### src/rtl/mul_sequencer_pkg.sv
// Shared EX-stage definitions for the iterative multiplier: optype codes,
// default datapath width and sequencer state encoding.
package mul_sequencer_pkg;

    localparam int unsigned MUL_XLEN = 32;

    typedef enum logic {
        OPT_MUL  = 1'b0,
        OPT_MULH = 1'b1
    } ex_optype_e;

    typedef enum logic [1:0] {
        S_IDLE = 2'd0,
        S_BUSY = 2'd1,
        S_DONE = 2'd2
    } seq_state_e;

    // EX decode helper: MULH selects the high half of the signed product.
    function automatic logic optype_is_high(input ex_optype_e op);
        return op == OPT_MULH;
    endfunction

endpackage

### src/rtl/mul_sequencer_if.sv
// Request/response bundle between the EX-stage decode and the multiply sequencer.
interface mul_sequencer_if #(
    parameter int unsigned XLEN = mul_sequencer_pkg::MUL_XLEN
);
    logic            start;
    logic            op_high;
    logic [XLEN-1:0] src_a;
    logic [XLEN-1:0] src_b;
    logic            flush;
    logic            stall;
    logic            busy;
    logic            done;
    logic [XLEN-1:0] result;

    modport master (
        output start, op_high, src_a, src_b, flush,
        input  stall, busy, done, result
    );

    modport slave (
        input  start, op_high, src_a, src_b, flush,
        output stall, busy, done, result
    );
endinterface

### src/rtl/mul_sequencer_mul_step.sv
// One sequencer iteration: adds the shifted multiplicand into the accumulator
// for each set bit of the current multiplier slice.
module mul_step #(
    parameter int unsigned XLEN           = 32,
    parameter int unsigned BITS_PER_CYCLE = 1,
    parameter int unsigned POS_W          = 5
) (
    input  logic [2*XLEN-1:0]         acc_i,
    input  logic [XLEN-1:0]           mcand_i,
    input  logic [BITS_PER_CYCLE-1:0] slice_i,
    input  logic [POS_W-1:0]          pos_i,
    output logic [2*XLEN-1:0]         acc_o
);

    logic [2*XLEN-1:0] mcand_w;

    always_comb begin
        acc_o   = acc_i;
        mcand_w = {{XLEN{1'b0}}, mcand_i} << pos_i;
        for (int unsigned i = 0; i < BITS_PER_CYCLE; i++) begin
            if (slice_i[i]) begin
                acc_o = acc_o + (mcand_w << i);
            end
        end
    end

endmodule

### src/rtl/mul_sequencer.sv
// Iterative signed shift-add multiplier controller for the EX stage; stalls the
// front end while busy and returns MUL/MULH results with a one-cycle done strobe.
module mul_sequencer
    import mul_sequencer_pkg::*;
#(
    parameter int unsigned XLEN           = MUL_XLEN,
    parameter int unsigned BITS_PER_CYCLE = 1
) (
    input  logic clk,
    input  logic rst,
    mul_sequencer_if.slave bus
);

    localparam int unsigned STEPS = XLEN / BITS_PER_CYCLE;
    localparam int unsigned CNT_W = (STEPS > 1) ? $clog2(STEPS) : 1;
    localparam int unsigned POS_W = $clog2(XLEN);
    localparam logic [CNT_W-1:0] CNT_LAST = CNT_W'(STEPS - 1);

    seq_state_e        state_q, state_d;
    logic [CNT_W-1:0]  cnt_q, cnt_d;
    logic [2*XLEN-1:0] acc_q, acc_d;
    logic [XLEN-1:0]   mcand_q, mcand_d;
    logic [XLEN-1:0]   mplier_q, mplier_d;
    logic              neg_q, neg_d;
    logic              high_q, high_d;
    logic [XLEN-1:0]   result_q, result_d;

    logic [2*XLEN-1:0] step_acc;
    logic [2*XLEN-1:0] prod;
    logic [POS_W-1:0]  bit_pos;

    function automatic logic [XLEN-1:0] magnitude(input logic [XLEN-1:0] v);
        return v[XLEN-1] ? (~v + 1'b1) : v;
    endfunction

    assign bit_pos = POS_W'(cnt_q) * POS_W'(BITS_PER_CYCLE);

    mul_step #(
        .XLEN           (XLEN),
        .BITS_PER_CYCLE (BITS_PER_CYCLE),
        .POS_W          (POS_W)
    ) u_mul_step (
        .acc_i   (acc_q),
        .mcand_i (mcand_q),
        .slice_i (mplier_q[BITS_PER_CYCLE-1:0]),
        .pos_i   (bit_pos),
        .acc_o   (step_acc)
    );

    always_ff @(posedge clk or posedge rst) begin
        if (rst) begin
            state_q  <= S_IDLE;
            cnt_q    <= '0;
            acc_q    <= '0;
            mcand_q  <= '0;
            mplier_q <= '0;
            neg_q    <= 1'b0;
            high_q   <= 1'b0;
            result_q <= '0;
        end else begin
            state_q  <= state_d;
            cnt_q    <= cnt_d;
            acc_q    <= acc_d;
            mcand_q  <= mcand_d;
            mplier_q <= mplier_d;
            neg_q    <= neg_d;
            high_q   <= high_d;
            result_q <= result_d;
        end
    end

    // Sign fix-up is applied to the final accumulator value so result can be
    // registered on the same edge that enters DONE.
    always_comb begin
        prod = step_acc;
        if (neg_q) begin
            prod = '0 - step_acc;
        end
    end

    always_comb begin
        state_d  = state_q;
        cnt_d    = cnt_q;
        acc_d    = acc_q;
        mcand_d  = mcand_q;
        mplier_d = mplier_q;
        neg_d    = neg_q;
        high_d   = high_q;
        result_d = result_q;

        case (state_q)
            S_IDLE: begin
                if (bus.start && !bus.flush) begin
                    state_d  = S_BUSY;
                    mcand_d  = magnitude(bus.src_a);
                    mplier_d = magnitude(bus.src_b);
                    neg_d    = bus.src_a[XLEN-1] ^ bus.src_b[XLEN-1];
                    high_d   = bus.op_high;
                    acc_d    = '0;
                    cnt_d    = '0;
                end
            end
            S_BUSY: begin
                if (bus.flush) begin
                    state_d = S_IDLE;
                end else begin
                    acc_d    = step_acc;
                    mplier_d = mplier_q >> BITS_PER_CYCLE;
                    cnt_d    = cnt_q + CNT_W'(1);
                    if (cnt_q == CNT_LAST) begin
                        state_d  = S_DONE;
                        result_d = high_q ? prod[2*XLEN-1:XLEN] : prod[XLEN-1:0];
                    end
                end
            end
            S_DONE: begin
                state_d = S_IDLE;
            end
            default: begin
                state_d = S_IDLE;
            end
        endcase
    end

    always_comb begin
        bus.stall  = (state_q == S_BUSY) ||
                     ((state_q == S_IDLE) && bus.start && !bus.flush);
        bus.busy   = (state_q != S_IDLE);
        bus.done   = (state_q == S_DONE) && !bus.flush;
        bus.result = result_q;
    end

endmodule
### src/flat_wrapper.sv
// flat-port wrapper written by rule: the top's interface ports become plain ports
module mul_sequencer_flat import mul_sequencer_pkg::*;
#(
    parameter int unsigned XLEN           = MUL_XLEN,
    parameter int unsigned BITS_PER_CYCLE = 1
)
  (clk, rst, bus_start, bus_op_high, bus_src_a, bus_src_b, bus_flush, bus_stall, bus_busy, bus_done, bus_result);
  mul_sequencer_if #(.XLEN(XLEN)) bus_i ();
  input  logic clk;
  input  logic rst;
  input wire logic [$bits(bus_i.start)-1:0] bus_start;
  input wire logic [$bits(bus_i.op_high)-1:0] bus_op_high;
  input wire logic [$bits(bus_i.src_a)-1:0] bus_src_a;
  input wire logic [$bits(bus_i.src_b)-1:0] bus_src_b;
  input wire logic [$bits(bus_i.flush)-1:0] bus_flush;
  output wire logic [$bits(bus_i.stall)-1:0] bus_stall;
  output wire logic [$bits(bus_i.busy)-1:0] bus_busy;
  output wire logic [$bits(bus_i.done)-1:0] bus_done;
  output wire logic [$bits(bus_i.result)-1:0] bus_result;
  assign bus_i.start = bus_start;
  assign bus_i.op_high = bus_op_high;
  assign bus_i.src_a = bus_src_a;
  assign bus_i.src_b = bus_src_b;
  assign bus_i.flush = bus_flush;
  assign bus_stall = bus_i.stall;
  assign bus_busy = bus_i.busy;
  assign bus_done = bus_i.done;
  assign bus_result = bus_i.result;
  mul_sequencer #(.XLEN(XLEN), .BITS_PER_CYCLE(BITS_PER_CYCLE)) u_core (.clk(clk), .rst(rst), .bus(bus_i));
endmodule
### config.mk
export PLATFORM = sky130hd
export DESIGN_NAME = mul_sequencer_flat
export DESIGN_NICKNAME = d
export VERILOG_FILES = /design/src/rtl/mul_sequencer_pkg.sv /design/src/rtl/mul_sequencer_if.sv /design/src/rtl/mul_sequencer_mul_step.sv /design/src/rtl/mul_sequencer.sv /design/src/flat_wrapper.sv
export SDC_FILE = /design/constraint.sdc
export NUM_CORES = 1
export LEC_CHECK = 0
export CAP_MARGIN = 25
export CORE_MARGIN = 2
export CORE_UTILIZATION = 40
export DETAILED_ROUTE_END_ITERATION = 10
export PLACE_DENSITY = 0.6
export SETUP_SLACK_MARGIN = 0.2
export SLEW_MARGIN = 10
export SYNTH_ARGS = -nofsm -noshare
export SYNTH_HDL_FRONTEND = slang
export SYNTH_SLANG_ARGS = --single-unit
### constraint.sdc
create_clock -name clk -period 7.3 [get_ports clk]
set_input_delay 1.46 -clock clk [delete_from_list [all_inputs] [get_ports clk]]
set_output_delay 1.46 -clock clk [all_outputs]
set_load 0.05 [all_outputs]
==> impl_metrics.toml, run 1 <==
[setup_path]
critical_path_required_ps = 7710
reg2reg_setup_slack_ps = 470
worst-setup-path-type = "reg2reg"
critical_path_peak_fanout = 23
timing.critical_path.cells = "buf_4 -> mux4_2 -> mux2_2 -> o21ai_0 -> o22ai_1 -> ha_2 -> nand4_1 -> or2_1 -> a2111o_1 -> a31oi_1 -> mux2i_1 -> o311ai_0 -> or3_1 -> or3_1 -> nor4_4 -> buf_4 -> nand3_2 -> and3_1 -> o31ai_2"
timing.critical_path.from_type = "register"
crit_path_max_incr_delay_ps = 660
crit_slowest_cell = "sky130_fd_sc_hd__dfrtp_2"
crit_end_element = "register"
critical_path_arrival_ps = 7240

[synthesis]
post_synth.cell_area_avg_um2 = 7.61
yosys_register_bits = 169
syn_inst = 2332
yosysWarnings = 0
netlist_area_um2 = 17700
netlist_top_cells_count = "sky130_fd_sc_hd__nand2_1, sky130_fd_sc_hd__o21ai_0, sky130_fd_sc_hd__nor2_1"
synth.net_count = 2470
synth-edff-count = 0
netlist.area_leader.share_pct = 23.8
dominantRegCellSynth = "sky130_fd_sc_hd__dfrtp_1"
netlist_top_cells_area = "sky130_fd_sc_hd__dfrtp_1, sky130_fd_sc_hd__o21ai_0, sky130_fd_sc_hd__nand2_1"
sequential_element_share_of_the_synthesized_area_pct = 23.8
yosys.area.top_type = "sky130_fd_sc_hd__dfrtp_1"
synthMostInstantiatedCell = "sky130_fd_sc_hd__nand2_1"
count_of_cell_types_in_the_netlist = 104
ys_async_sr_fraction_pct = 100

[clocking]
cts_max_level = 4
clkTransAtPathRegs_ps = 70
worstSkewPairLatency_ps = 500
number_of_clock_buffers_inserted_by_tritoncts = 17
cts.root.buffer_cell = "sky130_fd_sc_hd__clkbuf_16"
numClockSinks = 169
cts.path.max_buffers = 2
post_cts_hold_buffer_count = 0
clock_tree_from_tritoncts = "done"

[finish]
post-route-util_pct = 46.4
final_cell_area_um2 = 20400
antenna_cells = 0
area_growth_synth_to_finish_pct = 15.1
fin_nets = 2533
drive_gt1_share_pct = 10.0

[placed_design]
preCtsSetupSlack_ps = 88.1
routabilityCongestion = 1.08
place.detailed.hpwl_um = 58800
post_dp_cell_area_um2 = 19700
port_buffers = 103

[global_routing]
tot_gr_track_use_pct = 32.3
grt_pass1_wl_um = 114000
globalRouteOverflowTotal = 0
grt_antenna_before_repair = 1
pin_count_of_the_biggest_net_entering_global_routing = 96
first_global_vias = 18400

[floorplan]
initial_core_util_pct = 40.3
design.core.area_um2 = 44000
ios = 104
die-height_um = 215
dieWidth_um = 215
num_rows = 77
die-area_um2 = 46100

[route]
final_antenna_net_count = 0
drt_pass1_iterations = 6
drt-wirelength-per-cell_um = 25.0
via_per_inst = 6.51
drc = 0
vias = 19500
drt-total-wl_um = 75000
drtIter0Drc = 2241

[timing]
worst-slew-pin-transition_ps = 1020
setup_viol = 0
part_of_the_cycle_the_worst_path_needs_pct = 93.6
layout_setup_ws_ps = 467
finalSetupTns_ps = 0
hold_violations = 0
drv_slew = 0
max_freq_mhz = 146
final.min_clock_period_ps = 6830
grt_setup_unrepaired = "false"
maxSlewHeadroom_pct = 30.9
fin_skew_ps = 14.6

[min_path]
hold_path_class = "reg2reg"

[power]
static-leakage-power_nw = 8.14
power_per_cell_area_nw_per_um2 = 335
vdd.ir_drop.worst_mv = 0.155
finalPower_mw = 6.85

[outcome]
outcome = "finished, final reports clean"

[job]
number_of_violations_of_the_max_capacitance_limit = 0
-- layout by cell type (no fill, tap or decap), types with 50 or more instances in the layout --
cell and count:
sky130_fd_sc_hd__ha_1 67, sky130_fd_sc_hd__nor3_1 71, sky130_fd_sc_hd__nand4_1 57, sky130_fd_sc_hd__nand2_1 313, sky130_fd_sc_hd__a21oi_1 132, sky130_fd_sc_hd__buf_4 101
sky130_fd_sc_hd__clkdlybuf4s50_1 103, sky130_fd_sc_hd__mux2i_1 75, sky130_fd_sc_hd__o21ai_0 244, sky130_fd_sc_hd__nor2_1 194, sky130_fd_sc_hd__dfrtp_1 164, sky130_fd_sc_hd__xor2_1 71
sky130_fd_sc_hd__nand3_1 50
-- worst max-delay path, delay by kind of cell, from the launching register on --
kind | cells | cell delay, ps
muxes | 3 | 840
buffers and inverters | 2 | 450
adders and majority gates | 1 | 480
and+or+nand+nor | 7 | 2280
DFF | 1 | 660
AOI/OAI and AO/OA | 6 | 2030
-- metrics by stage --
step	hold slack (ps)	instances
3_3_place_gp	465	2965
6_report	487	3000
4_1_cts	493	2999
5_1_grt	512	3000
2_1_floorplan	450	2332
3_5_place_dp	464	2967
-- path summary, 6_finish.rpt --
path	startpoint	cells past startpoint	to
setup / recovery	u_core.cnt_q[1]	19	u_core.bus.result[29]
hold / removal	u_core.bus.result[1]	1	u_core.bus.result[1]
setup reg to reg	u_core.cnt_q[1]	19	u_core.bus.result[29]
hold reg to reg	u_core.bus.result[1]	1	u_core.bus.result[1]
max in group asynchronous	rst	3	u_core.cnt_q[0]
min in group asynchronous	rst	2	u_core.mplier_q[21]
-- flip-flops by register name, indices dropped and copies added (netlist names) --
register,count
u_core.mcand_q,32
u_core.state_q,2
u_core.neg_q,1
u_core.acc_q,64
u_core.high_q,1
u_core.mplier_q,32
u_core.bus.result,32
u_core.cnt_q,5
-- metal layers --
metal | routed length, µm | global-route usage [%]
met3 | 5700 | 5.57
met1 | 31500 | 41.7
met2 | 33400 | 51.4
met4 | 4390 | 17.4
met5 | 0 | 0
-- final cells by class --
| type | instances | area, µm² |
|---|---|---|
| Clock buffer | 18 | 439 |
| Multi-Input combinational cell | 1975 | 12800 |
| Inverter | 25 | 98.8 |
| Timing Repair Buffer | 207 | 1860 |
| Tap cell | 592 | 741 |
| Fill cell | 4518 | 23600 |
| Clock inverter | 14 | 236 |
| Sequential cell | 169 | 4240 |
-- where the power goes --
part	total (mW)	internal (mW)	switching, mW
logic	4.36	1.51	2.85
registers	1.41	1.11	0.295
clock network	1.08	0.624	0.458
-- cells by family (layout without fill, tap and decap cells) --
kind of cell | after synthesis | after routing | synth area share (%)
AOI/OAI and AO/OA | 802 | 802 | 30.0
xor gates and xnor gates | 88 | 88 | 4.34
adders and majority gates | 69 | 69 | 4.91
buffers and inverters | 188 | 264 | 4.17
DFF | 169 | 169 | 23.8
muxes | 121 | 121 | 8.23
and+or+nand+nor | 895 | 895 | 24.5
-- timing repair --
item	in CTS	in global routing
gates resized for setup	2	5
pin swaps	0	0
endpoints found under the setup margin	5	29
setup buffers	0	0
hold endpoints to repair	0	0
No activity file was read; power rests on OpenSTA's default activity.
==> run 2, diff against run 1 <==
--- a/config.mk
+++ b/config.mk
@@ -9,6 +9,7 @@
 export CORE_MARGIN = 2
 export CORE_UTILIZATION = 40
 export DETAILED_ROUTE_END_ITERATION = 10
+export HOLD_SLACK_MARGIN = 0.12
 export PLACE_DENSITY = 0.6
 export SETUP_SLACK_MARGIN = 0.2
 export SLEW_MARGIN = 10
==> results of run 2 <==
Final layout, timing and power as in run 1 (identical DEF).
==> run 3, diff against run 2 <==
--- a/config.mk
+++ b/config.mk
@@ -12,7 +12,7 @@
 export HOLD_SLACK_MARGIN = 0.12
 export PLACE_DENSITY = 0.6
 export SETUP_SLACK_MARGIN = 0.2
-export SLEW_MARGIN = 10
+export SLEW_MARGIN = 5
 export SYNTH_ARGS = -nofsm -noshare
 export SYNTH_HDL_FRONTEND = slang
 export SYNTH_SLANG_ARGS = --single-unit
==> results of run 3 <==
Final layout, timing and power as in run 1 (identical DEF).
